**src/rtl/s2p.sv**
```systemverilog
`default_nettype none
// ============================================================================
// Module   : s2p
// Brief    : Serial-to-parallel deserializer, LSB first, with a one-word
//            output holding register on a valid/ready parallel interface.
// Revision : 1.0 - initial release
// ============================================================================
module s2p #(
    parameter int N = 8
) (
    input  logic         clk,
    input  logic         rstn,
    input  logic         s_valid,
    input  logic         s_data,
    output logic         s_ready,
    output logic [N-1:0] p_data,
    output logic         p_valid,
    input  logic         p_ready,
    output logic         busy
);

    localparam int CW = (N > 2) ? $clog2(N) : 1;
    localparam logic [CW-1:0] LAST = CW'(N - 1);

    typedef enum logic [0:0] {
        COLLECT = 1'b0,
        STALL   = 1'b1
    } state_t;

    state_t         state_q, state_d;
    logic [CW-1:0]  count_q, count_d;
    logic [N-1:0]   shift_reg_q, shift_reg_d;
    logic [N-1:0]   p_data_q, p_data_d;
    logic           p_valid_q, p_valid_d;
    logic [N-1:0]   w_word;
    logic           w_s_beat;

    assign s_ready  = (state_q == COLLECT);
    assign w_s_beat = s_valid && s_ready;
    assign w_word   = {s_data, shift_reg_q[N-1:1]};
    assign p_data   = p_data_q;
    assign p_valid  = p_valid_q;
    assign busy     = (count_q != '0) || (state_q == STALL);

    always_comb begin
        state_d     = state_q;
        count_d     = count_q;
        shift_reg_d = shift_reg_q;
        p_data_d    = p_data_q;
        p_valid_d   = p_valid_q;

        if (p_valid_q && p_ready) begin
            p_valid_d = 1'b0;
        end

        case (state_q)
            COLLECT: begin
                if (w_s_beat) begin
                    shift_reg_d = w_word;
                    if (count_q == LAST) begin
                        count_d = '0;
                        // Holding register free (or draining now): publish directly.
                        if (!p_valid_q || p_ready) begin
                            p_data_d  = w_word;
                            p_valid_d = 1'b1;
                        end else begin
                            state_d = STALL;
                        end
                    end else begin
                        count_d = count_q + 1'b1;
                    end
                end
            end
            STALL: begin
                if (p_ready) begin
                    p_data_d  = shift_reg_q;
                    p_valid_d = 1'b1;
                    state_d   = COLLECT;
                end
            end
            default: state_d = COLLECT;
        endcase
    end

    always_ff @(posedge clk or negedge rstn) begin
        if (!rstn) begin
            state_q     <= COLLECT;
            count_q     <= '0;
            shift_reg_q <= '0;
            p_data_q    <= '0;
            p_valid_q   <= 1'b0;
        end else begin
            state_q     <= state_d;
            count_q     <= count_d;
            shift_reg_q <= shift_reg_d;
            p_data_q    <= p_data_d;
            p_valid_q   <= p_valid_d;
        end
    end

endmodule
`default_nettype wire

```
**config.mk**
```make
export PLATFORM = sky130hd
export DESIGN_NAME = s2p
export DESIGN_NICKNAME = d
export VERILOG_FILES = /design/src/rtl/s2p.sv
export SDC_FILE = /design/constraint.sdc
export NUM_CORES = 1
export LEC_CHECK = 0
export ABC_AREA = 1
export CORE_MARGIN = 1.5
export CORE_UTILIZATION = 49
export DETAILED_ROUTE_END_ITERATION = 6
export HOLD_SLACK_MARGIN = 0.15
export PLACE_DENSITY = 0.8
export SLEW_MARGIN = 20
export SYNTH_ARGS = -nofsm -noshare
export SYNTH_HDL_FRONTEND = slang
export SYNTH_SLANG_ARGS = --single-unit
export TNS_END_PERCENT = 50
```
**constraint.sdc**
```tcl
create_clock -name clk -period 1.77 [get_ports clk]
set_input_delay 0.4425 -clock clk [delete_from_list [all_inputs] [get_ports clk]]
set_output_delay 0.4425 -clock clk [all_outputs]
set_load 0.005 [all_outputs]
```
==> out/results.tsv, run 1 <==
stage	metric	value	unit
status	outcome	complete, no violations	
clock_tree	CTS root buf	clkbuf_4	
global_route	pin count of the biggest net entering global routing	22	
critical_path	Crit path max-delay family	flip-flops	
global_route	met1 usage	0.236	
global_route	global-route wire length before repair	2900	um
critical_path	Max FO, Critical Path	2	
critical_path	largest stage delay on the critical path	0.42	ns
timing	Post-Route Setup TNS	0	ns
floorplanning	Die Y	48.3	um
critical_path	Req. time, crit path	1.33	ns
detailed_routing	Initial DRC Count	25	
power	Pleak	0.663	nW
timing	Worst Tran Pin Value	0.310	ns
place	placed instance count	165	
detailed_routing	Remaining DRCs	0	
clock_tree	CTS tree	yes	
critical_path	CP bufs+invs	2	
detailed_routing	drt pass-1 iters	4	
synth	Mean Syn Cell Area	8.24	um^2
synth	Synth area leader	dfrtp_1	
synth	synthesized area	1000	um^2
timing	Slew headroom	0.793	
timing	Final period util	0.958	
cells_and_area	ANT cells	0	
global_route	grt ovf	0	
synth	Syn. warnings	0	
global_route	met2 GRT Util	0.300	
worst_hold_path	worst min-delay path category	input pin to asynchronous set/reset pin	
detailed_routing	post-route ant nets	0	
cells_and_area	fin cells	171	
detailed_routing	WL/cell	10.6	um
synth	most frequent cells after synthesis	61 x nand2_1, 21 x dfrtp_1, 9 x inv_1, 9 x o21ai_0, 8 x nand3_1	
timing	fmax	0.590	GHz
timing	min Tclk post-route	1.70	ns
synth	commonest register cell after synthesis	dfrtp_1	
global_route	met3 GRT Util	0.0333	
synth	Synth Register Bits	21	
global_route	GR peak layer	met2	
timing	unrepaired setup endpoints after global routing	true	
floorplanning	core area	1940	um^2
clock_tree	H-tree Lvls	1	
global_route	initial antenna violation count	0	
critical_path	FF-to-FF setup slack	0.18	ns
global_route	GRT Util Overall	0.186	
detailed_routing	WL final	1810	um
detailed_routing	DR vias	810	
cells_and_area	share of layout cells above drive strength 1	0.0972	
timing	Final Hold Viols	0	
power	PwrDens	1110	nW/um^2
clock_tree	Num CTS Buffers	3	
timing	setup violators final	0	
floorplanning	io pins	16	
floorplanning	initial core utilization	0.517	
place	HPWL Detailed	1360	um
clock_tree	CTS Buffer Depth	2	
critical_path	CP endpoint kind	primary output	
place	# port buffers	15	
floorplanning	row cnt	16	
synth	synth top area cells	dfrtp_1 52%, nand2_1 23%, ha_1 5.0%, o21ai_0 4.5%, nand3_1 4.0%	
place	GP Congestion	0.761	
critical_path	Worst EP arrival	1.25	ns
clock_tree	clk_lat worst skew	0.31	ns
detailed_routing	Via density	4.74	
global_route	number of global-route vias before repair	660	
critical_path	critical-path cell list	inv_2, ha_1, nand3b_1, dlygate4sd2_1	
cells_and_area	P&R area growth vs syn	23.7	%
floorplanning	die width	48.3	um
synth	Cell variety after synth	14	
floorplanning	die area	2330	um^2
critical_path	element type at the critical path start	flip-flop	
critical_path	Crit Path Category	flip-flop to primary output	
synth	most common cell in the synthesized netlist	nand2_1	
cells_and_area	nets	154	
clock_tree	Worst-path clk slew	0.11	ns
timing	Pins Over Slew Limit	0	
synth	sequential area share after synthesis	0.523	
clock_tree	CTS sink count	21	
run	max-cap violations	0	
synth	Synth async-reset ratio	1.00	
critical_path	CP max stage cell	dfrtp_1	
synth	Post-synth EDFFs	0	
power	Peak supply drop	0.000764	V
synth	Yosys top cell area share	0.523	
timing	Worst Skew	0.00548	ns
synth	synthesized instance count	122	
synth	Synthesized Nets	131	
==> placed cells by master, fill, tap and decap left out, types with 2 or more instances in the layout <==
cell type	instances
o21ai_0	9
nand3_1	8
nand2_1	61
inv_1	7
ha_1	4
inv_2	2
clkdlybuf4s50_1	12
dlymetal6s2s_1	2
nand3b_1	2
clkbuf_4	3
dfrtp_1	21
buf_4	6
==> stage by stage <==
stage	worst slack [ns]	total power, mW	hold slack, ns	instance area (um^2)	utilization
after floorplan	0.483	0.896	0.147	1000	-
after global placement	0.185	1.12	0.454	1200	0.617
after detailed placement	0.120	1.14	0.458	1200	0.617
after CTS	0.00790	1.39	0.459	1240	0.637
after global routing	-0.0140	1.49	0.492	1240	0.640
final	0.0744	1.38	0.464	1240	0.640
==> layout make-up <==
type	instances	area, um^2
Clock buffer	4	26.3
Multi-Input combinational cell	89	424
Sequential cell	21	526
Fill cell	179	699
Tap cell	27	33.8
Inverter	9	33.8
Timing Repair Buffer	21	199
==> report_power, final <==
group	total (mW)	switching [mW]	internal (mW)	leakage (nW)
logic	0.452	0.190	0.263	0.376
registers	0.694	0.0870	0.607	0.272
clock network	0.231	0.143	0.0880	0.0150
==> worst paths after layout <==
path	start	endpoint	depth (start not counted)
worst max register to register	count_q[0]	p_data[7]	8
worst min register to register	p_data[5]	p_data[5]	2
max in group asynchronous	rstn	shift_reg_q[5]	2
min in group clk	p_data[5]	p_data[5]	2
worst min-delay path	rstn	p_data[5]	2
worst max-delay path	count_q[0]	busy	4
==> state kept, by name (all words and copies together) (netlist names) <==
name         count
p_data           8
shift_reg_q      8
count_q          3
p_valid          1
state_q          1
==> cells by family after synthesis <==
logic type      synth area share
flops                      0.523
compound gates            0.0685
fa+ha+maj                 0.0498
simple gates               0.304
buf+inv                   0.0548
==> per-layer routing <==
| metal | vias up | wire (um) |
|---|---|---|
| li1 | 425 | - |
| met1 | 367 | 868 |
| met2 | 14 | 861 |
| met3 | 4 | 51 |
| met4 | 0 | 31 |
| met5 | - | 0 |
==> what timing repair did <==
action                                 CTS  global route
setup endpoints to repair                2             3
resized for setup                        2             3
endpoints found under the hold margin    0             0
hold buffers                             0             0
buffers inserted                         2             0
No activity file was read; power rests on OpenSTA's default activity.
==> inputs of run 2 (changes only) <==
--- a/config.mk
+++ b/config.mk
@@ -8,6 +8,7 @@
 export ABC_AREA = 1
 export CORE_MARGIN = 1.5
 export CORE_UTILIZATION = 49
+export CTS_CLUSTER_SIZE = 12
 export DETAILED_ROUTE_END_ITERATION = 6
 export HOLD_SLACK_MARGIN = 0.15
 export PLACE_DENSITY = 0.8
==> results of run 2 <==
Final layout, timing and power as in run 1 (identical DEF).
==> inputs of run 3 (changes only) <==
--- a/config.mk
+++ b/config.mk
@@ -8,8 +8,9 @@
 export ABC_AREA = 1
 export CORE_MARGIN = 1.5
 export CORE_UTILIZATION = 49
-export CTS_CLUSTER_SIZE = 12
+export CTS_CLUSTER_SIZE = 24
 export DETAILED_ROUTE_END_ITERATION = 6
+export GPL_ROUTABILITY_DRIVEN = 0
 export HOLD_SLACK_MARGIN = 0.15
 export PLACE_DENSITY = 0.8
 export SLEW_MARGIN = 20
==> results of run 3 <==
Final layout, timing and power as in run 1 (identical DEF).
